## src/rtl/change_dispense_ctrl.sv

```systemverilog
// change_dispense_ctrl: greedy coin-return sequencer (dollar, quarter, dime) over a req/ack hopper handshake
// with per-denomination inventory and shortfall/timeout reporting.
module change_dispense_ctrl #(
    parameter int AMT_W       = 10,
    parameter int DOLLAR_VAL  = 100,
    parameter int QUARTER_VAL = 25,
    parameter int DIME_VAL    = 10,
    parameter int INV_W       = 6,
    parameter int INV_INIT    = 20,
    parameter int TIMEOUT     = 15
) (
    input  logic             clk,
    input  logic             reset,
    input  logic             start,
    input  logic [AMT_W-1:0] change_in,
    input  logic             refill,
    input  logic             coin_ack,
    output logic             coin_req,
    output logic [1:0]       coin_type,
    output logic             busy,
    output logic             done,
    output logic             error,
    output logic [AMT_W-1:0] remaining,
    output logic [AMT_W-1:0] shortfall
);
    localparam int CNT_W = $clog2(TIMEOUT + 1);
    typedef enum logic [1:0] {IDLE, SELECT, REQ, FIN} state_t;
    state_t           state;
    logic [INV_W-1:0] inv_dollar, inv_quarter, inv_dime;
    logic [CNT_W-1:0] tmo_cnt;
    logic             can_dollar, can_quarter, can_dime;
    logic [AMT_W-1:0] coin_val;
    always_comb begin
        can_dollar  = inv_dollar  != '0 && remaining >= AMT_W'(DOLLAR_VAL);
        can_quarter = inv_quarter != '0 && remaining >= AMT_W'(QUARTER_VAL);
        can_dime    = inv_dime    != '0 && remaining >= AMT_W'(DIME_VAL);
        coin_val    = coin_type == 2'd3 ? AMT_W'(DOLLAR_VAL) :
                      coin_type == 2'd2 ? AMT_W'(QUARTER_VAL) : AMT_W'(DIME_VAL);
    end
    always_ff @(posedge clk) begin
        if (reset) begin
            state       <= IDLE;
            coin_req    <= 1'b0;
            coin_type   <= 2'd0;
            busy        <= 1'b0;
            done        <= 1'b0;
            error       <= 1'b0;
            remaining   <= '0;
            shortfall   <= '0;
            inv_dollar  <= INV_W'(INV_INIT);
            inv_quarter <= INV_W'(INV_INIT);
            inv_dime    <= INV_W'(INV_INIT);
            tmo_cnt     <= '0;
        end else begin
            done <= 1'b0;
            case (state)
                IDLE: begin
                    if (start) begin
                        remaining <= change_in;
                        error     <= 1'b0;
                        shortfall <= '0;
                        busy      <= 1'b1;
                        state     <= SELECT;
                    end else if (refill) begin
                        inv_dollar  <= INV_W'(INV_INIT);
                        inv_quarter <= INV_W'(INV_INIT);
                        inv_dime    <= INV_W'(INV_INIT);
                    end
                end
                SELECT: begin
                    if (remaining == '0) begin
                        error <= 1'b0;
                        done  <= 1'b1;
                        state <= FIN;
                    end else if (can_dollar || can_quarter || can_dime) begin
                        coin_type <= can_dollar ? 2'd3 : can_quarter ? 2'd2 : 2'd1;
                        coin_req  <= 1'b1;
                        tmo_cnt   <= '0;
                        state     <= REQ;
                    end else begin
                        error     <= 1'b1;
                        shortfall <= remaining;
                        done      <= 1'b1;
                        state     <= FIN;
                    end
                end
                REQ: begin
                    if (coin_ack) begin
                        remaining   <= remaining - coin_val;
                        inv_dollar  <= inv_dollar  - INV_W'(coin_type == 2'd3);
                        inv_quarter <= inv_quarter - INV_W'(coin_type == 2'd2);
                        inv_dime    <= inv_dime    - INV_W'(coin_type == 2'd1);
                        coin_req    <= 1'b0;
                        coin_type   <= 2'd0;
                        state       <= SELECT;
                    end else if (tmo_cnt == CNT_W'(TIMEOUT - 1)) begin
                        // hopper gave up: coin never left, so inventory stays as is
                        coin_req  <= 1'b0;
                        coin_type <= 2'd0;
                        error     <= 1'b1;
                        shortfall <= remaining;
                        done      <= 1'b1;
                        state     <= FIN;
                    end else begin
                        tmo_cnt <= tmo_cnt + 1'b1;
                    end
                end
                FIN: begin
                    busy  <= 1'b0;
                    state <= IDLE;
                end
                default: state <= IDLE;
            endcase
        end
    end
endmodule
```

## config.mk

```make
export PLATFORM = sky130hd
export DESIGN_NAME = change_dispense_ctrl
export DESIGN_NICKNAME = d
export VERILOG_FILES = /design/src/rtl/change_dispense_ctrl.sv
export SDC_FILE = /design/constraint.sdc
export NUM_CORES = 1
export LEC_CHECK = 0
export CORE_MARGIN = 1
export CORE_UTILIZATION = 40
export CTS_CLUSTER_SIZE = 28
export DETAILED_ROUTE_END_ITERATION = 12
export HOLD_SLACK_MARGIN = 0.02
export PLACE_DENSITY = 0.72
export SLEW_MARGIN = 20
export SYNTH_ARGS = -nofsm -noshare
export SYNTH_HDL_FRONTEND = slang
export SYNTH_SLANG_ARGS = --single-unit
```

## constraint.sdc

```tcl
create_clock -name clk -period 2.72 [get_ports clk]
set_clock_uncertainty 0.1 [all_clocks]
set_input_delay 0.408 -clock clk [delete_from_list [all_inputs] [get_ports clk]]
set_output_delay 0.408 -clock clk [all_outputs]
set_load 0.005 [all_outputs]
```

Word-level counts from Yosys, hierarchy flattened. Index checks and enable logic that the tools add are counted.

Reduce and logical (&&, ||, !) cells: 22. Add/sub/neg operators: 5. Mux-type cells: 55. $lt $le $gt $ge: 3. Equal/unequal tests: 19.

Operator list (count): two-way mux 10 bit (7); case mux 6 bit (2 select lines) (3); two-way mux 6 bit (5); case mux 10 bit (3 select lines) (1); != test 2 bit, second input constant (10); case mux 10 bit (2 select lines) (1); two-way mux 2 bit (9); nonzero test 6 bit (3); subtractor 6 x 1 -> 6 bit (3); two-way mux 1 bit (16); two-way mux 4 bit (4); >= comparator 10 x 4 -> 1 bit, second input constant (1); >= comparator 10 x 5 -> 1 bit, second input constant (1); >= comparator 10 x 7 -> 1 bit, second input constant (1); zero test 10 bit (1); AND reduction 5 bit (2); subtractor 10 x 7 -> 10 bit (1); == test 2 bit, second input constant (4); case mux 2 bit (4 select lines) (1); case mux 4 bit (2 select lines) (1); AND reduction 4 bit (2); two-way mux 7 bit (1); != test 3 bit, second input constant (2); case mux 1 bit (2 select lines) (3); other kinds (14) (21).

Logic and storage cells: 116. Output and inout bits: 26. Input port bits: 15. Bits in registers: 50.

Depth between registers and ports, before layout.
Depth in word-level cells: 7. Mapped depth: 10. Depth with buffers taken out: 10.

Least setup slack after synthesis. OpenSTA, ideal clock, no wires.

Path type: reg2reg. From: register coin_type[1]. To: register remaining[6]. Required time: 2478 ps. Buffers on the path: 0. Stages on the path, launching flop included: 11. Path slack: 523 ps. Clock period less this slack: 2197 ps. Arrival time: 1955 ps. Setup time: 142 ps. Cell sequence: dfxtp_1 nand2b_1 inv_1 ha_1 inv_1 fa_1 a21o_1 a21oi_1 nand2b_1 mux2i_1 a311oi_1.

Cells in the longest elaborated chain, start to end: 6. Elaborated cells on any way between the ends: 7.

Ends and longest elaborated chain: from (decl) (line 19) `output logic [1:0] coin_type,`; from (signal assigned) (line 76) `coin_type <= can_dollar ? 2'd3 : can_quarter ? 2'd2 : 2'd1;`; == test 2 bit (line 38) `coin_type == 2'd2 ? AMT_W'(QUARTER_VAL) : AMT_W'(DIME_VAL);`; two-way mux 5 bit (line 38); two-way mux 7 bit * (line 37) `coin_val = coin_type == 2'd3 ? AMT_W'(DOLLAR_VAL) :`; subtractor 10 x 7 -> 10 bit * (line 89) `remaining <= remaining - coin_val;`; two-way mux 10 bit * (line 88) `if (coin_ack) begin`; case mux 10 bit (2 select lines) * (line 56) `case (state)`; to (signal assigned) (line 59) `remaining <= change_in;`; to (signal assigned) (line 89); to (decl) (line 23) `output logic [AMT_W-1:0] remaining,`.

Every way passes the cells marked *; elsewhere a longest branch is shown, timed or not. The select of a mux whose other input is x is not followed. A chain may end at the register's enable or synchronous reset.

Worst setup path after layout. Same ends and word-level chain as after synthesis.

==> metrics <==
status=complete, no violations; standard-cell row count=31; worst setup margin=approximately 0.3 ns; DRC violations left=0; maximum capacitance violations=0; number of top-level pins=41; kind of start point of the critical path=register; final estimated routing congestion in global placement=around 0.89; leakage power summed over all cells=between 1 and 1.5 nW; Post-Synthesis Mean Instance Area=between 8 and 9 um^2; DRT Pass-1 Iters=4; synthesized cell area=about 0.0030 mm^2; number of stages on the worst hold path=2; total via count after detailed routing=about 2800; Levels on crit path=10; summed negative setup slack over all endpoints=0 ns; buffers and inverters on the worst path=2; number of standard cells in the layout, taps in and fillers out=between 500 and 600; Sink Count=50; count of final hold-check violations=0; Register-to-Register Path Depth=10; via count of the first global-routing pass=~2600; library cell used as clock root buffer=clkbuf_8; setup fix buffers added after clock tree synthesis=0; Die ar.=just under 0.008 mm^2; Hold Path Class=register to register; Starting DRT DRC Count=between 200 and 250; detailed-placement wirelength estimate=around 5.5 mm; number of filler instances in the final layout=734; quantity of gates resized following cts=0; critical path class=register to register; global-route wire length before repair=12.3 mm; Final ANT Viol Nets=0; Core Box Area=approximately 0.0073 mm^2; data required time at the worst endpoint=between 2 and 3 ns; average vias per placed instance=approximately 5.5; Max clock buf depth=2; post-synthesis cell count=370; final global-route overflow total=0; final net count=443; horizontal extent of the die=~89 um; Least-Margin Pin Slew=0.789 ns; Post-Syn Nets=between 400 and 500; Warnings, synthesis=0; cell breakdown of the critical path=nand2b_1 > inv_1 > ha_1 > inv_1 > fa_1 > a21o_1 > a21oi_1 > nand2b_1 > mux2i_1 > a311oi_1; Critical Path End Type=register; Max Fanout on Critical Path=7; Post-synth EDFFs=0; most used cells in the layout excluding fill and tap cells=nand2_1, dfxtp_1, clkdlybuf4s50_1; hold_buf cts=0; achievable frequency=0.413 GHz; most frequent standard cell in the layout excluding fill and tap cells=nand2_1; worst slack, placed=0.303 ns; endpoints failing setup=0; Max IR drop VDD=0.324 mV; shortest clock period the worst path allows after layout=about 2.4 ns; Initial Utilization=between 40 and 50%; total track usage=about 20%; clock tree from TritonCTS=done; Final period util=between 80 and 90%; number of antenna violations at the first check in global routing=0; CTS clk-pin slew, worst paths=0.10 ns; number of buffers inserted during clock tree synthesis=5; clock latency on the worst-skew pair=0.31 ns; detail-routed net length per standard cell=between 10 and 15 um; Vert. Die Dim=88.9 um; share of layout cells above drive strength 1=under 10%; number of antenna repair diodes=0; worst path arrival time=2.54 ns; unrepaired setup endpoints after global routing=false; final slew viol count=0; H-Tree Depth=2; total area of multi-input combinational cells=about 0.0019 mm^2; register area=roughly 0.0010 mm^2; delay of the slowest critical-path stage=0.49 ns; relative area change from synthesis to final layout=20.8%; number of buffer cells added on primary ports=40; slowest stage cell on the critical path=dfxtp_1; Detailed Route WL=around 7.4 mm; flops & latches, synth=50; most frequently used flop master after synthesis=dfxtp_1; async set-or-reset flop fraction in the synthesized netlist=0%; maximum number of pins on one net before global-route repair=33; delay-heaviest family, CP=compound AO/OA/AOI/OAI gates; power density normalized to cell area=a little under 800 mW/mm^2; number of cells after detailed placement=500; final core occ=around half; distinct cell type count of the synthesized netlist=54; Slew HR=between 40% and 50%; Seq/Total Area, Yosys=around 33%
==> tightest hold or removal path, cell delays in order, from the launching register on <==
cell	delay, ns
dfxtp_1	0.32
nand2_1	0.05
a21oi_1	0.05
==> cell families (layout without fill, tap and decap cells) <==
kind of cell	Yosys count	in the layout	share of synthesized area, %
XOR/XNOR	11	11	3.19
AND/OR/NAND/NOR	151	151	24.5
AO/OA/AOI/OAI	82	82	19.1
buffers and inverters	37	76	5.22
adder cells (fa/ha/maj)	20	20	8.54
flip-flops	50	50	33.2
multiplexers	19	19	6.30
==> Yosys cell counts (2+ instances only) <==
| library cell | n | area share (%) |
|---|---|---|
| nand3_1 | 11 | 1.8 |
| o31ai_1 | 3 | 0.75 |
| clkbuf_1 | 13 | 1.6 |
| a211oi_1 | 5 | 1.2 |
| buf_4 | 3 | 0.75 |
| a21oi_1 | 22 | 3.6 |
| nor2_1 | 33 | 4.1 |
| o2111a_1 | 2 | 0.75 |
| or3_1 | 10 | 2.1 |
| a21o_1 | 3 | 0.75 |
| o32ai_1 | 2 | 0.58 |
| ha_1 | 19 | 7.9 |
| inv_1 | 19 | 2.4 |
| nand2_1 | 55 | 6.8 |
| and4_1 | 2 | 0.58 |
| o21a_1 | 2 | 0.50 |
| and3_1 | 3 | 0.62 |
| nand2b_1 | 7 | 1.5 |
| mux2i_1 | 19 | 6.3 |
| nor2b_1 | 7 | 1.5 |
| nand4_1 | 3 | 0.62 |
| dfxtp_1 | 50 | 33 |
| nand3b_1 | 2 | 0.50 |
| a31oi_1 | 9 | 1.9 |
| nor3_1 | 4 | 0.66 |
| xor2_1 | 10 | 2.9 |
| o211ai_1 | 2 | 0.50 |
| nor4_1 | 5 | 1.0 |
| nand3_2 | 2 | 0.66 |
| a311oi_1 | 3 | 0.87 |
| or4_1 | 4 | 1.0 |
| o21ai_0 | 14 | 2.3 |
==> sequential cells by signal, summed over array words and instances, names as in the netlist, 2 cells and up <==
name         flops
inv_dollar       6
tmo_cnt          4
shortfall       10
coin_type        2
inv_quarter      6
inv_dime         6
remaining       10
state            2
==> final timing paths <==
path | from | endpoint | slack [ns]
min reg2reg | busy$_SDFFE_PP0P_ | busy$_SDFFE_PP0P_ | 0.36
min | busy$_SDFFE_PP0P_ | busy$_SDFFE_PP0P_ | 0.36
max reg2reg | coin_type[1]$_SDFFE_PP0P_ | remaining[6]$_SDFFE_PP0P_ | 0.30
max | coin_type[1]$_SDFFE_PP0P_ | remaining[6]$_SDFFE_PP0P_ | 0.30
==> layer usage <==
metal	wire length, um	vias up	global-route usage, %
met5	0	-	0
met4	83	0	5.13
met3	305	7	2.89
met2	3440	66	33.4
met1	3620	1307	27.2
li1	-	1397	-
==> stage by stage <==
step | hold slack [ns] | cell area [um^2] | total power, mW
2_1_floorplan | 0.345 | 3020 | 1.86
3_3_place_gp | 0.344 | 3530 | 2.25
6_report | 0.358 | 3640 | 2.82
5_1_grt | 0.375 | 3640 | 3.03
4_1_cts | 0.361 | 3640 | 2.82
3_5_place_dp | 0.348 | 3530 | 2.28
==> layout make-up <==
type,instances,share of cell area (%)
clock buffer,5,1.89
timing repair buffer,48,13.0
clock inverter,3,1.20
inverter,20,2.06
multi-input combinational,283,51.0
sequential,50,27.5
tap,99,3.40
==> power by group <==
part           switching, mW  leakage, nW  internal, mW
registers              0.154        0.407         0.824
clock network          0.271       0.0585         0.276
logic                  0.721        0.915         0.572
(Power assumes the default switching activity.)
